## src/rtl/cpu_pkg.sv

```systemverilog
// Shared CPU pipeline types: memory-stage state encoding, load/store size codes
// and the natural-alignment predicate used by the optional alignment check.
package cpu_pkg;

    typedef enum logic [1:0] {
        IDLE = 2'd0,
        WAIT = 2'd1,
        DONE = 2'd2
    } mem_state_t;

    localparam logic [2:0] F3_B  = 3'b000;
    localparam logic [2:0] F3_H  = 3'b001;
    localparam logic [2:0] F3_W  = 3'b010;
    localparam logic [2:0] F3_BU = 3'b100;
    localparam logic [2:0] F3_HU = 3'b101;

    function automatic logic is_misaligned(input logic [2:0] funct3, input logic [1:0] offset);
        case (funct3)
            F3_H, F3_HU: return offset[0];
            F3_W:        return offset != 2'b00;
            default:     return 1'b0;
        endcase
    endfunction

endpackage

```

## src/rtl/mem_load_align.sv

```systemverilog
// Picks the byte/half/word at the captured offset out of a read word and
// sign- or zero-extends it according to funct3.
module mem_load_align
    import cpu_pkg::*;
(
    input  logic [31:0] word,
    input  logic [1:0]  offset,
    input  logic [2:0]  funct3,
    output logic [31:0] data
);

    logic [7:0]  byte_sel;
    logic [15:0] half_sel;

    always_comb begin
        byte_sel = word[{offset, 3'b000} +: 8];
        // Halfwords only look at offset[1]; an odd halfword offset rounds down.
        half_sel = offset[1] ? word[31:16] : word[15:0];
        case (funct3)
            F3_B:    data = {{24{byte_sel[7]}}, byte_sel};
            F3_BU:   data = {24'd0, byte_sel};
            F3_H:    data = {{16{half_sel[15]}}, half_sel};
            F3_HU:   data = {16'd0, half_sel};
            default: data = word;
        endcase
    end

endmodule

```

## src/rtl/mem_stage_ctrl.sv

```systemverilog
// M-stage data-memory controller: one req/ack transaction per load or store.
// Define MEM_ALIGN_CHECK_EN to trap misaligned H/W accesses instead of issuing them.
module mem_stage_ctrl
    import cpu_pkg::*;
#(
    parameter int MAX_WAIT = 255
) (
    input  logic        clk,
    input  logic        rst,
    input  logic        m_MemRead,
    input  logic        m_MemWrite,
    input  logic [2:0]  m_funct3,
    input  logic [31:0] m_alu_out,
    input  logic [31:0] m_mem_data,
    output logic        dmem_req,
    output logic        dmem_we,
    output logic [31:0] dmem_addr,
    output logic [31:0] dmem_wdata,
    output logic [3:0]  dmem_be,
    input  logic        dmem_ack,
    input  logic [31:0] dmem_rdata,
    output logic        mem_stall,
    output logic [31:0] m_load_data,
    output logic        m_load_valid,
    output logic        bus_err,
    output logic        misalign_err
);

    // state | meaning
    // IDLE  | no access in flight; issues the request when a load/store arrives
    // WAIT  | request outstanding, counting cycles toward the bus timeout
    // DONE  | access retired; load result and error pulses visible, pipeline advances

    localparam logic [7:0] CNT_TC = 8'(MAX_WAIT - 1);

    mem_state_t  state_q, state_d;
    logic [7:0]  cnt_q, cnt_d;
    logic [31:0] word_q;
    logic [1:0]  off_q;
    logic [2:0]  f3_q;
    logic        ld_q, bus_err_q, mis_err_q;
    logic        pending, misaligned, req, stall, capture, timeout, mis_hit;

    assign pending = m_MemRead | m_MemWrite;

`ifdef MEM_ALIGN_CHECK_EN
    assign misaligned = is_misaligned(m_funct3, m_alu_out[1:0]);
`else
    assign misaligned = 1'b0;
`endif

    always_comb begin
        state_d = state_q;
        cnt_d   = cnt_q;
        req     = 1'b0;
        stall   = 1'b0;
        capture = 1'b0;
        timeout = 1'b0;
        mis_hit = 1'b0;
        case (state_q)
            IDLE: begin
                if (pending) begin
                    stall = 1'b1;
                    if (misaligned) begin
                        mis_hit = 1'b1;
                        state_d = DONE;
                    end else begin
                        req = 1'b1;
                        if (dmem_ack) begin
                            capture = 1'b1;
                            state_d = DONE;
                        end else begin
                            state_d = WAIT;
                            cnt_d   = 8'd1;
                        end
                    end
                end
            end
            WAIT: begin
                stall = 1'b1;
                req   = 1'b1;
                if (dmem_ack) begin
                    capture = 1'b1;
                    state_d = DONE;
                end else if (cnt_q >= CNT_TC) begin
                    timeout = 1'b1;
                    state_d = DONE;
                end else begin
                    cnt_d = cnt_q + 8'd1;
                end
            end
            DONE: begin
                state_d = IDLE;
                cnt_d   = 8'd0;
            end
            default: begin
                state_d = IDLE;
                cnt_d   = 8'd0;
            end
        endcase
    end

    always_ff @(posedge clk) begin
        if (rst) begin
            state_q   <= IDLE;
            cnt_q     <= 8'd0;
            word_q    <= 32'd0;
            off_q     <= 2'd0;
            f3_q      <= F3_B;
            ld_q      <= 1'b0;
            bus_err_q <= 1'b0;
            mis_err_q <= 1'b0;
        end else begin
            state_q   <= state_d;
            cnt_q     <= cnt_d;
            bus_err_q <= timeout;
            mis_err_q <= mis_hit;
            if (capture | timeout | mis_hit) begin
                ld_q <= m_MemRead;
            end
            // Stores leave the load path untouched so m_load_data keeps its value.
            if (m_MemRead && (capture | timeout | mis_hit)) begin
                word_q <= capture ? dmem_rdata : 32'd0;
                off_q  <= m_alu_out[1:0];
                f3_q   <= m_funct3;
            end
        end
    end

    mem_load_align u_load_align (
        .word   (word_q),
        .offset (off_q),
        .funct3 (f3_q),
        .data   (m_load_data)
    );

    assign dmem_req     = req & ~rst;
    assign mem_stall    = stall & ~rst;
    assign dmem_we      = dmem_req & m_MemWrite;
    assign dmem_addr    = {m_alu_out[31:2], 2'b00};
    assign m_load_valid = (state_q == DONE) & ld_q;
    assign bus_err      = (state_q == DONE) & bus_err_q;
    assign misalign_err = (state_q == DONE) & mis_err_q;

    always_comb begin
        dmem_be    = 4'b1111;
        dmem_wdata = m_mem_data;
        case (m_funct3)
            F3_B: begin
                dmem_wdata = {4{m_mem_data[7:0]}};
                if (m_MemWrite) dmem_be = 4'b0001 << m_alu_out[1:0];
            end
            F3_H: begin
                dmem_wdata = {2{m_mem_data[15:0]}};
                if (m_MemWrite) dmem_be = 4'b0011 << {m_alu_out[1], 1'b0};
            end
            default: begin
                dmem_wdata = m_mem_data;
            end
        endcase
    end

endmodule

```

## config.mk

```make
export PLATFORM = sky130hd
export DESIGN_NAME = mem_stage_ctrl
export DESIGN_NICKNAME = d
export VERILOG_FILES = /design/src/rtl/cpu_pkg.sv /design/src/rtl/mem_load_align.sv /design/src/rtl/mem_stage_ctrl.sv
export SDC_FILE = /design/constraint.sdc
export NUM_CORES = 1
export LEC_CHECK = 0
export CAP_MARGIN = 5
export CORE_ASPECT_RATIO = 0.8
export CORE_MARGIN = 1.5
export CORE_UTILIZATION = 42
export CTS_CLUSTER_DIAMETER = 50
export DETAILED_ROUTE_END_ITERATION = 10
export HOLD_SLACK_MARGIN = 0.12
export PLACE_DENSITY_LB_ADDON = 0.1
export SLEW_MARGIN = 20
export SYNTH_ARGS = -nofsm -noshare
export SYNTH_HDL_FRONTEND = slang
export SYNTH_HIERARCHICAL = 1
export SYNTH_SLANG_ARGS = --single-unit
```

## constraint.sdc

```tcl
create_clock -name clk -period 3.3 [get_ports clk]
set_input_delay 0.495 -clock clk [delete_from_list [all_inputs] [get_ports clk]]
set_output_delay 0.495 -clock clk [all_outputs]
set_load 0.005 [all_outputs]
```

==> impl_metrics.toml, run 1 <==
[worst_setup_path]
r2r.worst_path.cells = 7
worstSetupEndpointType = "output pin"
worstReg2RegEnd = "word_q[9]"
ff2ff_setup_slack_ns = 1.42
r2r_start = "cnt_q[0]"
cp.arrival_ns = 2.51
critPathMaxStageDelay_ns = 0.66
worstSetupPathType = "reg2out"
timing.critical_path.required_ns = 2.80
cp_cell_sequence = "clkinv_1, buf_4, o21a_1, a2bb2oi_2, clkdlybuf4s50_1"
crit_path_max_fanout = 18
cp-start-kind = "flop"
crit_slowest_cell = "sky130_fd_sc_hd__dfxtp_1"
critical_path.top_delay_family = "buffers and inverters"
cp.buffers_inverters = 3

[drt]
avgRoutedWirePerCell_um = 17.5
routed_via_density = 5.53
route.final.wire_length_um = 10100
detail_route.drc_violations = 0
drt.antenna.violating_nets = 0
num_vias = 3199
drt_iter0_drc = 145
detailedRoute.firstPassIterationCount = 4

[timing]
max_freq_mhz = 333
tightest_slew_ns = 0.519
period_minus_slack_ns = 3.00
fin_worst_hold_slack_ns = 0.494
timing.setup.tns_ns = 0
final-setup-viol-count = 0
final.setup_skew_ns = 0.00620
period_share_pct = 91.0
drv_slew = 0
timing_hold_violations_final = 0
max_slew_margin_pct = 65.4
setup_repair_after_global_routing_missed_its_margin = "no"

[cells_and_area]
layout-area-overhead-vs-synth_pct = 36.5
layout_cells_sized_above_1_pct = 22.3
design.final.nets = 571
area_occupied_by_multi_input_gates_sq_mm = 0.00208
num-fill-cells = 738
seqCellArea_sq_um = 981
num_antenna_cells = 0

[yosys]
post_synth_edffs = 0
yosys-top-cells-area = "sky130_fd_sc_hd__dfxtp_1 (27%), sky130_fd_sc_hd__a32o_2 (9.4%), sky130_fd_sc_hd__buf_4 (9.4%)"
ys_types = 57
synth-simple-area-share_pct = 13.0
synth_area_per_cell_sq_um = 9.82
post_synth_most_frequent_cells = "sky130_fd_sc_hd__dfxtp_1 (49), sky130_fd_sc_hd__buf_4 (45), sky130_fd_sc_hd__a32o_2 (30)"
synth_flop_cell = "sky130_fd_sc_hd__dfxtp_1"
ys_seq_area_share_pct = 27.2
yosys_warnings = 6
synth_adder_area_share_pct = 0.695
yosysMostFrequentCell = "sky130_fd_sc_hd__dfxtp_1"
synth-compound-area-share_pct = 30.3
synthXorXnorAreaFrac_pct = 0
synth-async-reset-ratio_pct = 0
synth_top_family_by_area = "compound AO/OA/AOI/OAI gates"
postSynthRegisterBits = 49
synthDominantAreaCellType = "sky130_fd_sc_hd__dfxtp_1"
post-synth-top-area-fraction_pct = 27.2
synth.area.mux_share_pct = 13.3
synthCells = 367
syn-cell-area_sq_mm = 0.00360

[grt]
grt_start_max_net_pins = 44
grt_first_pass_wirelength_um = 16100
initial_antenna_violation_count = 0
grt-ovfl-total = 0
grt.total_usage_pct = 22.2
grt_pass1_vias = 3166

[min_path]
hp-start = "cnt_q[7]"
timing.hold.worst.class = "reg2reg"
hold_path_depth = 1
holdPathEnd = "cnt_q[7]"

[placed_design]
port_buf_inserts = 146
dp.final_hpwl_um = 7610
gpl.final_weighted_congestion = 0.847

[clock_tree]
insertion_delay_ns = 0.31
cts.htree.levels = 2
clockBufferDepth = 2
cts_made_buffers = 5
cts_sinks = 49
cts_tree = "yes"
number_of_hold_buffers_added_after_cts = 0
clockRootBuffer = "sky130_fd_sc_hd__clkbuf_8"
post-cts-setup-buffers = 0
ctsResizeCount = 0
cts.clk_slew.worst_paths_ns = 0.10

[pwr]
powerDensity_mw_per_mm2 = 337
fin_total_pwr_mw = 1.66
leakagePower_nw = 1.96
ir_worst_vdd_uv = 183

[floorplanning]
fp.dieH_um = 85.8
io_pins = 210
die_width_um = 107
core_sq_mm = 0.00841
placement_rows = 30
floorplan.die_area_sq_mm = 0.00914
effective_utilization_at_floorplan_pct = 42.8

[run]
max_cap_violations = 0

[status]
outcome = "completed"
-- kinds of logic after synthesis --
logic type | Yosys count
adder cells (fa/ha/maj) | 2
buffers and inverters | 77
other | 1
AO/OA/AOI/OAI | 111
multiplexers | 45
flip-flops | 49
AND/OR/NAND/NOR | 82
-- layout by cell type (no fill, tap or decap), drive strengths merged, types with 3 or more instances in the layout --
master and n:
inv 8, o211ai 5, dfxtp 49, o221ai 5, clkbuf 5, a2bb2oi 20
nand3 5, nand2 24, mux2i 24, nand2b 6, conb 3, buf 11
mux2 21, o21ai 4, nor2 17, a32o 32, a211oi 4, a221o 6
o21a 6, clkdlybuf4s50 146, and3 6, a21oi 21, nor2b 11
-- routing by layer --
layer,vias up,global-route usage [%],routed length (um)
met5,-,0,0
met4,0,6.79,218
met1,1515,31.6,4900
met2,101,33.5,4300
li1,1548,-,-
met3,35,4.86,680
-- final cells by class --
class	count	share of cell area, %
flip-flops and latches	49	20.0
multi-input cells	243	42.3
inverters	9	0.687
clock inverters	3	1.40
clock buffers	5	1.40
well taps	112	2.85
repair buffers	157	31.4
-- registers in the layout, indices dropped and copies added, names as in the netlist --
register / cells
bus_err_q: 1
cnt_q: 8
f3_q: 3
ld_q: 1
off_q: 2
state_q: 2
word_q: 32
-- how the worst max path moves through the flow --
stage	startpoint	cells past startpoint	endpoint
final	f3_q[1]	5	m_load_data[8]
after floorplan	m_funct3[1]	4	dmem_wdata[24]
after CTS	f3_q[1]	5	m_load_data[8]
after global routing	f3_q[1]	5	m_load_data[14]
after global placement	m_funct3[1]	5	dmem_wdata[12]
after detailed placement	m_funct3[1]	5	dmem_wdata[12]
-- stage by stage --
stage,util [%],std cells,instance area (sq um),setup WS [ns]
global route,58.5,578,4920,0.152
global placement,56.8,570,4780,0.587
floorplan,-,369,3610,1.35
CTS,58.5,578,4920,0.309
detailed placement,56.8,570,4780,0.521
finish,58.5,578,4920,0.296
-- power breakdown --
part	leakage [nW]	internal, mW	switching [mW]
clock	0.0687	0.305	0.216
sequential	0.400	0.617	0.0368
combinational	1.49	0.301	0.182
Note: power is estimated with default switching activity, not from simulation.
==> run 2: changes to the inputs <==
--- a/config.mk
+++ b/config.mk
@@ -6,7 +6,7 @@
 export NUM_CORES = 1
 export LEC_CHECK = 0
 export CAP_MARGIN = 5
-export CORE_ASPECT_RATIO = 0.8
+export CORE_ASPECT_RATIO = 0.75
 export CORE_MARGIN = 1.5
 export CORE_UTILIZATION = 42
 export CTS_CLUSTER_DIAMETER = 50
==> run 2 against run 1 <==
Net effect: first-iteration DRC count rose by 24%; utilization rose by 0.29 points; final area rose by 0.18%; register-to-register slack barely moved; flip-flop and latch count did not move; clock power rose by 2%; sequential share of layout area barely moved; clock skew rose by 0.0032 ns; critical endpoint is now m_load_data[14].
==> impl_metrics.toml, run 2 (synthesis results as in run 1) <==
[floorplanning]
core_sq_mm = 0.00838
die_width_um = 110
effective_utilization_at_floorplan_pct = 43.0
fp.dieH_um = 83.2
io_pins = 210
floorplan.die_area_sq_mm = 0.00915
placement_rows = 29

[clock_tree]
cts.clk_slew.worst_paths_ns = 0.07
cts.htree.levels = 2
clockRootBuffer = "sky130_fd_sc_hd__clkbuf_16"
post-cts-setup-buffers = 0
cts_sinks = 49
insertion_delay_ns = 0.29
cts_tree = "yes"
number_of_hold_buffers_added_after_cts = 0
cts_made_buffers = 5
clockBufferDepth = 2
ctsResizeCount = 0

[grt]
grt_pass1_vias = 3170
grt.total_usage_pct = 23.3
grt-ovfl-total = 0
grt_start_max_net_pins = 44
initial_antenna_violation_count = 0
grt_first_pass_wirelength_um = 16500

[placed_design]
port_buf_inserts = 146
dp_slack_ns = 0.578
dp.final_hpwl_um = 7770
numPlacedInstances = 566
gpl.final_weighted_congestion = 0.851

[timing]
final_critical_path_setup_slack_ns = 0.421
tightest_slew_ns = 0.548
period_share_pct = 87.2
timing.setup.tns_ns = 0
final.setup_skew_ns = 0.00943
final-setup-viol-count = 0
setup_repair_after_global_routing_missed_its_margin = "no"
fin_worst_hold_slack_ns = 0.496
max_freq_mhz = 347
max_slew_margin_pct = 63.4
drv_slew = 0
timing_hold_violations_final = 0
period_minus_slack_ns = 2.88

[worst_setup_path]
cp_cell_sequence = "clkinv_1, buf_4, o21a_1, a2bb2oi_2, clkdlybuf4s50_1"
crit_slowest_cell = "sky130_fd_sc_hd__dfxtp_1"
critPathMaxStageDelay_ns = 0.67
worstReg2RegEnd = "word_q[10]"
crit_path_max_fanout = 16
critical_path_capture_point = "m_load_data[14]"
r2r_start = "cnt_q[0]"
critical_path.top_delay_family = "buffers and inverters"
startpoint = "f3_q[1]"
worstSetupEndpointType = "output pin"
worstSetupPathType = "reg2out"
r2r.worst_path.cells = 7
cp-start-kind = "flop"
critical_path_cell_count = 5
cp.buffers_inverters = 3
ff2ff_setup_slack_ns = 1.41
cp.arrival_ns = 2.38
timing.critical_path.required_ns = 2.80

[drt]
route.final.wire_length_um = 10300
avgRoutedWirePerCell_um = 18.0
detail_route.drc_violations = 0
detailedRoute.firstPassIterationCount = 6
drt_iter0_drc = 180
num_vias = 3217
routed_via_density = 5.60
drt.antenna.violating_nets = 0

[cells_and_area]
most-common-layout-cells = "sky130_fd_sc_hd__clkdlybuf4s50_1 (146), sky130_fd_sc_hd__dfxtp_1 (49), sky130_fd_sc_hd__a32o_2 (30), sky130_fd_sc_hd__mux2i_1 (24), sky130_fd_sc_hd__nand2_1 (24)"
design.final.nets = 571
largest_reg_flops = 32
layout-area-overhead-vs-synth_pct = 36.7
layout_cells_sized_above_1_pct = 22.3
final_common_cell = "sky130_fd_sc_hd__clkdlybuf4s50_1"
finish.cell_count_without_fillers = 574
num_antenna_cells = 0
largest_registers = "word_q (32), cnt_q (8), f3_q (3)"
utilization_pct = 58.8
registers.top_by_ff_count = "word_q"

[min_path]
timing.hold.worst.class = "reg2reg"
hp-start = "cnt_q[7]"

[pwr]
ir_worst_vdd_uv = 237
powerDensity_mw_per_mm2 = 338
leakagePower_nw = 1.96

[run]
max_cap_violations = 0

[status]
outcome = "completed"
==> run 2: changes by cell type in the layout (fill, tap and decap cells not counted), sizes merged <==
cell / delta
clkinvlp: +2
bufinv: -2
==> run 2: report_power, final <==
part | switching (mW) | internal, mW | leakage (nW)
combinational | 0.181 | 0.301 | 1.49
clock | 0.243 | 0.287 | 0.0680
sequential | 0.0367 | 0.617 | 0.400
total | 0.461 | 1.20 | 1.96
==> run 2: area by class of cell <==
type                    count  area (sq um)
fillers                   770          3460
flip-flops and latches     49           981
clock inverters             3          26.3
well taps                 108           135
inverters                   9          33.8
clock buffers               5           125
repair buffers            157          1540
multi-input cells         243          2080
==> run 2: how the worst min path moves through the flow <==
stage	slack, ns	cells past startpoint	endpoint
2_1_floorplan	0.44	2	f3_q[0]
3_3_place_gp	0.47	1	cnt_q[7]
3_5_place_dp	0.48	1	cnt_q[7]
4_1_cts	0.50	1	cnt_q[7]
5_1_grt	0.51	1	word_q[1]
6_report	0.50	1	cnt_q[7]
==> run 2: metal layers <==
metal | track usage, % | vias up | part of all wire (%)
met2 | 34.6 | 97 | 44
met1 | 32.3 | 1544 | 47
met4 | 9.33 | 0 | 2.6
li1 | - | 1546 | -
met3 | 5.02 | 30 | 5.8
met5 | 0 | - | 0
==> run 2: metrics by stage <==
step           total power [mW]  instance area [sq um]
6_report                   1.67                   4920
5_1_grt                    1.74                   4920
4_1_cts                    1.68                   4920
3_5_place_dp               1.15                   4770
3_3_place_gp               1.14                   4770
2_1_floorplan             0.916                   3610
==> run 3: changes to the inputs <==
--- a/config.mk
+++ b/config.mk
@@ -6,9 +6,11 @@
 export NUM_CORES = 1
 export LEC_CHECK = 0
 export CAP_MARGIN = 5
+export CELL_PAD_IN_SITES_DETAIL_PLACEMENT = 1
+export CELL_PAD_IN_SITES_GLOBAL_PLACEMENT = 2
 export CORE_ASPECT_RATIO = 0.75
 export CORE_MARGIN = 1.5
-export CORE_UTILIZATION = 42
+export CORE_UTILIZATION = 23
 export CTS_CLUSTER_DIAMETER = 50
 export DETAILED_ROUTE_END_ITERATION = 10
 export HOLD_SLACK_MARGIN = 0.12
==> run 3 against run 2 <==
Net effect: power increased by 1.4%; combinational power up 4%; critical path depth unchanged; flip-flop and latch count unchanged; first-iteration DRC count shrank 32%; final area up 3.2%; non-clock buffer count is 3 higher.
==> impl_metrics.toml, run 3 (synthesis results as in run 1) <==
[placed_design]
port_buf_inserts = 146
dp_slack_ns = 0.533
gpl.final_weighted_congestion = 0.743
postPlaceCellArea_sq_mm = 0.00493
numPlacedInstances = 666
dp.final_hpwl_um = 9590

[grt]
grt_first_pass_wirelength_um = 19500
grt.total_usage_pct = 15.2
grt_pass1_vias = 3378
grt_start_max_net_pins = 44
initial_antenna_violation_count = 0
grt-ovfl-total = 0

[worst_setup_path]
r2r.worst_path.cells = 7
critical_path_cell_count = 5
crit_slowest_cell = "sky130_fd_sc_hd__clkdlybuf4s50_1"
critical_path.top_delay_family = "buffers and inverters"
timing.critical_path.required_ns = 2.80
cp.buffers_inverters = 2
worstReg2RegEnd = "word_q[11]"
critPathMaxStageDelay_ns = 0.60
worstSetupPathType = "reg2out"
ff2ff_setup_slack_ns = 1.36
cp_cell_sequence = "buf_4, nand2b_1, a21oi_1, a211oi_1, clkdlybuf4s50_1"
r2r_start = "cnt_q[0]"
crit_path_max_fanout = 16
cp-start-kind = "flop"
cp.arrival_ns = 2.34
worstSetupEndpointType = "output pin"

[timing]
period_share_pct = 85.9
final-setup-viol-count = 0
setup_repair_after_global_routing_missed_its_margin = "no"
final_critical_path_setup_slack_ns = 0.464
final.setup_skew_ns = 0.00662
fin_worst_hold_slack_ns = 0.495
tightest_slew_ns = 0.543
timing_hold_violations_final = 0
max_freq_mhz = 353
max_slew_margin_pct = 63.8
timing.setup.tns_ns = 0
period_minus_slack_ns = 2.84
drv_slew = 0

[drt]
detailedRoute.firstPassIterationCount = 4
route.final.wire_length_um = 12600
num_vias = 3235
drt.antenna.violating_nets = 0
drt_iter0_drc = 123
met2_wirelength_um = 5270
avgRoutedWirePerCell_um = 18.8
wl_met1_um = 6660
detail_route.drc_violations = 0
top_signal_layer_used = "met4"
wl_met3_um = 618
routed_via_density = 4.80

[floorplanning]
io_pins = 210
effective_utilization_at_floorplan_pct = 23.6
fp.dieH_um = 111
die_width_um = 148
core_sq_mm = 0.0153
floorplan.die_area_sq_mm = 0.0164
placement_rows = 39

[cells_and_area]
largest_reg_flops = 32
area_occupied_by_multi_input_gates_sq_mm = 0.00208
registers.top_by_ff_count = "word_q"
post_route_design_area_sq_mm = 0.00508
finish.cell_count_without_fillers = 674
layout_cells_sized_above_1_pct = 22.8
largest_registers = "word_q (32), cnt_q (8), f3_q (3)"
final_common_cell = "sky130_fd_sc_hd__clkdlybuf4s50_1"
layout-area-overhead-vs-synth_pct = 41.1
num-fill-cells = 1718
utilization_pct = 33.3
most-common-layout-cells = "sky130_fd_sc_hd__clkdlybuf4s50_1 (146), sky130_fd_sc_hd__dfxtp_1 (49), sky130_fd_sc_hd__a32o_2 (30), sky130_fd_sc_hd__mux2i_1 (24), sky130_fd_sc_hd__nand2_1 (24)"
design.final.nets = 574
num_antenna_cells = 0
seqCellArea_sq_um = 981

[min_path]
timing.hold.worst.class = "reg2reg"
hold_path_depth = 1
holdPathEnd = "cnt_q[7]"
hp-start = "cnt_q[7]"

[clock_tree]
post-cts-setup-buffers = 0
number_of_hold_buffers_added_after_cts = 0
cts_tree = "yes"
cts_sinks = 49
cts_made_buffers = 5
cts.clk_slew.worst_paths_ns = 0.07
clockBufferDepth = 2
clockRootBuffer = "sky130_fd_sc_hd__clkbuf_16"
cts.htree.levels = 2
insertion_delay_ns = 0.29
ctsResizeCount = 0

[pwr]
leakagePower_nw = 1.98
fin_total_pwr_mw = 1.69
powerDensity_mw_per_mm2 = 332
ir_worst_vdd_uv = 222

[run]
max_cap_violations = 0

[status]
outcome = "completed"
## run 3: cell types whose count changed in the layout (fill, tap and decap cells not counted), sizes merged
cell / change
buf: +3
## run 3: layer usage
| metal | GRT usage, % | vias up |
|---|---|---|
| li1 | - | 1553 |
| met1 | 22.8 | 1597 |
| met2 | 22.4 | 69 |
| met3 | 3.32 | 16 |
| met4 | 2.40 | 0 |
| met5 | 0 | - |
## run 3: layout make-up
type / count / share of cell area, %
clock buffer: 5 / 2.46
clock inverter: 3 / 0.517
inverter: 9 / 0.665
multi-input combinational: 243 / 40.9
sequential: 49 / 19.3
tap: 205 / 5.05
timing repair buffer: 160 / 31.1
## run 3: worst max-delay path by stage
| stage | from | to | slack [ns] |
|---|---|---|---|
| floorplan | m_funct3[1] | dmem_wdata[24] | 1.35 |
| global placement | m_funct3[1] | dmem_wdata[14] | 0.57 |
| detailed placement | m_funct3[1] | dmem_wdata[8] | 0.53 |
| CTS | off_q[1] | m_load_data[7] | 0.46 |
| global route | off_q[1] | m_load_data[1] | 0.35 |
| finish | off_q[1] | m_load_data[7] | 0.46 |
## run 3: power by group
| group | switching, mW | total [mW] | internal, mW |
|---|---|---|---|
| logic | 0.195 | 0.500 | 0.305 |
| clock network | 0.249 | 0.536 | 0.287 |
| registers | 0.0349 | 0.652 | 0.617 |
| total | 0.479 | 1.69 | 1.21 |
==> edit 1: new RTL, config.mk and constraints of run 1 <==
Encoding of `mem_state_t`: now one-hot (3 bits for 3 states).
--- a/src/rtl/cpu_pkg.sv
+++ b/src/rtl/cpu_pkg.sv
@@ -3,8 +3,8 @@
 package cpu_pkg;
 
-    typedef enum logic [1:0] {
-        IDLE = 2'd0,
-        WAIT = 2'd1,
-        DONE = 2'd2
+    typedef enum logic [2:0] {
+        IDLE = 3'b001,
+        WAIT = 3'b010,
+        DONE = 3'b100
     } mem_state_t;
 
Behaviour: same outputs for any inputs over 10 cycles, from zero or initial values and one cycle with rst high; not proved beyond that.
==> edit 1 against run 1 <==
Setup slack gained 53 ps. Wire length decreased by 2.0%. Critical path depth unchanged. Combinational power is 4.8% higher. Count of clock-buffer cells in the layout is the same. Area after synthesis decreased by 3.5%. Sequential share of layout area up 0.85 points. Sequential cell count rose by 1. Design area fell by 2.1%. First-iteration DRC count is 3.4% higher. Power fell by 7.5%. Largest power group unchanged. Largest cell class unchanged.
==> edit 1: results (changes against run 1) <==
cts:
  cts_made_buffers: 5  # unchanged
  htree_num_levels: 2  # unchanged
  post-cts-setup-buffers: 0  # unchanged
  post_cts_resized: 0  # unchanged
  cts-root-buf: "clkbuf_8"
  cts_buffer_depth: 2  # unchanged
setup_path:
  crit_start: "off_q[1]$_SDFFE_PP0P_"
  rr_endpoint: "word_q[27]$_SDFFE_PP0P_"
  rrSetupSlack_ps: 1040  # -380 ps
  arrival_ps: 2460  # -50 ps
  crit_family: "buffers and inverters"
  critPathMaxFanout: 13  # -5
  crit_end: "m_load_data[2]"
  slowest_stage: "dfxtp_1"
  critical-path-max-stage-delay_ps: 660  # about the same
cells_and_area:
  nets: 575  # +0.70%
  reg.largest.list: "word_q (32), cnt_q (8)"
  drive_above_1_share_pct: 14.50  # -7.8 points
  final.fill_count: 713  # -3.4%
pwr:
  p_leak_nw: 1.785  # -9.0%
  ir_drop_v: 0.0001783  # -2.4%
global_route:
  gr-usage-all-layers_pct: 21.95  # -0.23 points
  grt_start_max_net_pins: 33  # -25%
  grt_pass1_wl_um: 15820  # -2.0%
  antenna_found_initial: 0  # unchanged
detailed_routing:
  drt_iter0_drc: 150  # +3.4%
  wl_met3_um: 586  # -14%
  post_drt_wl_per_cell_um: 17.14  # -1.9%
  top_layer: "met4"
  dr_wl_met2_um: 4478  # +4.2%
  m1WireLength_um: 4694  # -4.2%
  vias: 3149  # -1.6%
yosys:
  synthTopCellsByArea: "dfxtp_1 (29%), buf_4 (9.7%), a22o_1 (8.6%)"
  synth_fa_ha_area_share_pct: 0.7199  # +0.025 points
  synth_xor_area_share_pct: 1.008  # +1.0 points
  ys.warnings.count: 6  # unchanged
  async_flop_share_pct: 0  # unchanged
  synth_compound_area_share_pct: 29.70  # -0.63 points
  seq_area_frac_synth_pct: 28.80  # +1.6 points
  synth_cell_types: 56  # -1.8%
  synth_mux_area_share_pct: 11.23  # -2.1 points
  synth_commonest_cells: "dfxtp_1 (50), buf_4 (45), a22o_1 (34)"
sta:
  skew_ps: 18.23  # +12.03 ps
  maxSlewHeadroom_pct: 43.61  # -22 points
  fmax_mhz: 338.9  # +1.8%
placed_design:
  io_buffers: 146  # unchanged
  gp_congestion: 0.8121  # -4.1%
  dp_slack_ps: 495.3  # -25.30 ps
  hpwl_um: 7695  # +1.1%
  postPlaceCellArea_mm2: 0.004728  # -1.0%
run_status:
  outcome: "completed"
[edit 1: cell types whose count changed in the layout (fill, tap and decap cells not counted), moves of 3 or more]
cell and change:
and3_1 +3, xor2_1 +3, a22o_1 +32, o21ai_0 +4, a32o_2 -30, mux2i_1 -9
o21a_1 -3, nand4b_1 +5, nand2_1 -14, nor2_1 +7
[edit 1: metrics by stage]
stage	std cells	total power, W	utilization, %
global route	577	0.001611	60.27
finish	577	0.001534	60.27
global placement	570	0.001184	59.23
CTS	577	0.001545	60.27
floorplan	368	0.0009493	-
detailed placement	570	0.001190	59.23
[edit 1: cells by family after synthesis]
logic type	Yosys count
muxes	36
and+or+nand+nor	87
other	1
xor gates and xnor gates	4
DFF	50
adders and majority gates	2
buffers and inverters	71
AOI/OAI and AO/OA	115
[edit 1: worst reg2reg max path: cells and delay by family (launching register included)]
| family | cells | cell delay, ps |
|---|---|---|
| flops | 1 | 410 |
| compound gates | 4 | 1420 |
| simple gates | 1 | 80 |
| buf+inv | 1 | 80 |
| fa+ha+maj | 1 | 210 |
[edit 1: cell type report]
type	count	share of cell area [%]
multi-input combinational	247	41.79
clock inverter	2	0.2861
inverter	6	0.4681
timing repair buffer	159	32.41
tap	108	2.809
clock buffer	5	1.430
sequential	50	20.81
[edit 1: how the worst min path moves through the flow]
stage / to / slack (ps) / startpoint / depth (start not counted)
6_report: word_q[2]$_SDFFE_PP0P_ / 490 / word_q[2]$_SDFFE_PP0P_ / 1
5_1_grt: word_q[2]$_SDFFE_PP0P_ / 510 / word_q[2]$_SDFFE_PP0P_ / 1
4_1_cts: word_q[2]$_SDFFE_PP0P_ / 490 / word_q[2]$_SDFFE_PP0P_ / 1
3_5_place_dp: word_q[2]$_SDFFE_PP0P_ / 470 / word_q[2]$_SDFFE_PP0P_ / 1
3_3_place_gp: word_q[0]$_SDFFE_PP0P_ / 460 / word_q[0]$_SDFFE_PP0P_ / 1
2_1_floorplan: f3_q[0]$_SDFFE_PP0P_ / 450 / f3_q[0]$_SDFFE_PP0P_ / 2
[edit 1: power breakdown]
part           switching (W)  internal [W]
registers          0.0000392      0.000633
clock network       0.000210      0.000147
logic               0.000194      0.000311
[edit 1: routing by layer]
metal / vias to the layer above / track usage [%]
met1: 1479 / 30.79
li1: 1541 / -
met4: 0 / 6.974
met5: - / 0
met2: 108 / 34.21
met3: 21 / 3.960
==> edit 2: new RTL, flow settings as in run 1 <==
Made on the original files. The option `MEM_ALIGN_CHECK_EN` is turned on by a define.
--- a/src/rtl/mem_stage_ctrl.sv
+++ b/src/rtl/mem_stage_ctrl.sv
@@ -1,4 +1,6 @@
 // M-stage data-memory controller: one req/ack transaction per load or store.
 // Define MEM_ALIGN_CHECK_EN to trap misaligned H/W accesses instead of issuing them.
+`define MEM_ALIGN_CHECK_EN
+
 module mem_stage_ctrl
     import cpu_pkg::*;
Behaviour: not the same (a bounded check fails within 4 cycles, from zero or initial values and one cycle with rst high).
==> edit 2 against run 1 <==
Area after synthesis up 1.9%. Sequential cell count up 1. Die area up 1.8%. Largest cell class unchanged. Via count up 6.2%. Wire length up 6.1%. Setup slack better by 12 ps. Global-route usage up 0.29 points. Design area up 2.9%. Power down 4.9%. Critical endpoint is now m_load_data[11]. Critical path type unchanged.
==> edit 2: results (changes against run 1) <==
detailed_routing:
  post_drt_wl_per_cell_um: 17.46  # about the same
  drt_iter0_drc: 162  # +12%
  m1WireLength_um: 4963  # +1.3%
  dr.pass1.iters: 4  # unchanged
  top_layer: "met4"
  dr_wl_met2_um: 5051  # +17%
  wl_met3_um: 589  # -13%
  vias: 3397  # +6.2%
yosys:
  synth_cell_types: 61  # +7.0%
  ys.warnings.count: 6  # unchanged
  seq_area_frac_synth_pct: 27.27  # +0.035 points
  synthTopCellsByArea: "dfxtp_1 (27%), buf_4 (8.8%), a22o_1 (8.1%)"
  synth_commonest_cells: "dfxtp_1 (50), buf_4 (43), a22o_1 (34)"
  async_flop_share_pct: 0  # unchanged
cts:
  ctsHoldBuffers: 0  # unchanged
  cts_buffer_depth: 2  # unchanged
  clk_latency_ps: 300
  cts_made_buffers: 5  # unchanged
  post_cts_resized: 0  # unchanged
  post-cts-setup-buffers: 0  # unchanged
  path_clk_slew_ps: 100  # about the same
  cts-root-buf: "clkbuf_8"
  htree_num_levels: 2  # unchanged
placed_design:
  io_buffers: 147  # +0.68%
  hpwl_um: 8222  # +8.0%
  postPlaceCellArea_mm2: 0.004960  # +3.8%
  dp_slack_ps: 561.8  # +41.21 ps
  gp_congestion: 0.9075  # +7.2%
setup_path:
  arrival_ps: 2500  # about the same
  critPathMaxFanout: 13  # -5
sta:
  worst_pin_slew_ps: 653.7  # +135.1 ps
  skew_ps: 12.67  # +6.467 ps
global_route:
  antenna_found_initial: 0  # unchanged
  grt_start_max_net_pins: 33  # -25%
  grt_pass1_vias: 3196  # +0.95%
  gr-usage-all-layers_pct: 22.47  # +0.29 points
  grt_pass1_wl_um: 16710  # +3.5%
cells_and_area:
  nets: 607  # +6.3%
  reg.largest.list: "word_q (32), cnt_q (8), f3_q (3)"
  num_antenna_cells: 0  # unchanged
  drive_above_1_share_pct: 14.74  # -7.6 points
pwr:
  ir_drop_v: 0.0002813  # +54%
  p_leak_nw: 1.895  # -3.4%
hold_path:
  min_path_type: "reg -> reg"
run_status:
  outcome: "completed"
-- edit 2: cell count changes in the layout (fill, tap and decap cells not counted), sizes merged, moves of 4 or more --
cell | before | now
nand2 | 24 | 10
inv | 8 | 12
nor2 | 17 | 23
o211ai | 5 | 9
buf | 11 | 17
a32o | 32 | 1
a22o | 2 | 34
nand2b | 6 | 13
-- edit 2: per-layer routing --
| metal | vias up | track usage, % |
|---|---|---|
| met5 | - | 0 |
| met4 | 0 | 4.665 |
| met3 | 24 | 3.383 |
| met2 | 91 | 36.42 |
| met1 | 1618 | 31.75 |
| li1 | 1664 | - |
-- edit 2: kinds of logic after synthesis --
| group | synth area share, % |
|---|---|
| AOI/OAI and AO/OA | 31.36 |
| adders and majority gates | 0.6816 |
| buffers and inverters | 13.77 |
| DFF | 27.27 |
| muxes | 12.54 |
| other | 0.1022 |
| and+or+nand+nor | 14.28 |
-- edit 2: worst max-delay path, cell delays in order, from the launching register on --
cell and delay [ps]:
dfxtp_1 510, mux2_2 410, a22oi_4 340, buf_4 320
o221ai_1 130, clkdlybuf4s50_1 480
-- edit 2: area by class of cell --
type                    count  area [um^2]
well taps                 112        140.1
multi-input cells         268         2175
flip-flops and latches     50         1001
fillers                   763         3426
clock buffers               5        68.82
repair buffers            164         1599
clock inverters             3        28.78
inverters                  12        45.04
-- edit 2: path summary, 6_finish.rpt --
kind                            cells past startpoint  slack, ps                      end                   start
worst max-delay path                                5        310          m_load_data[11]   off_q[0]$_SDFFE_PP0P_
worst min-delay path                                1        530   word_q[0]$_SDFFE_PP0P_  word_q[0]$_SDFFE_PP0P_
worst max register to register                      7       1020  word_q[10]$_SDFFE_PP0P_   cnt_q[0]$_SDFFE_PP0P_
worst min register to register                      1        530   word_q[0]$_SDFFE_PP0P_  word_q[0]$_SDFFE_PP0P_
-- edit 2: power breakdown --
group	leakage, nW	internal, W	switching [W]	total [W]
Sequential	0.407	0.000631	0.0000347	0.000666
Combinational	1.44	0.000322	0.000210	0.000531
Clock	0.0502	0.000158	0.000223	0.000380
-- edit 2: metrics by stage --
step / std cells / util, % / total power (W)
3_3_place_gp: 606 / 58.47 / 0.001205
6_report: 614 / 59.62 / 0.001577
3_5_place_dp: 606 / 58.47 / 0.001210
5_1_grt: 614 / 59.62 / 0.001662
4_1_cts: 614 / 59.62 / 0.001594
2_1_floorplan: 397 / - / 0.0009552
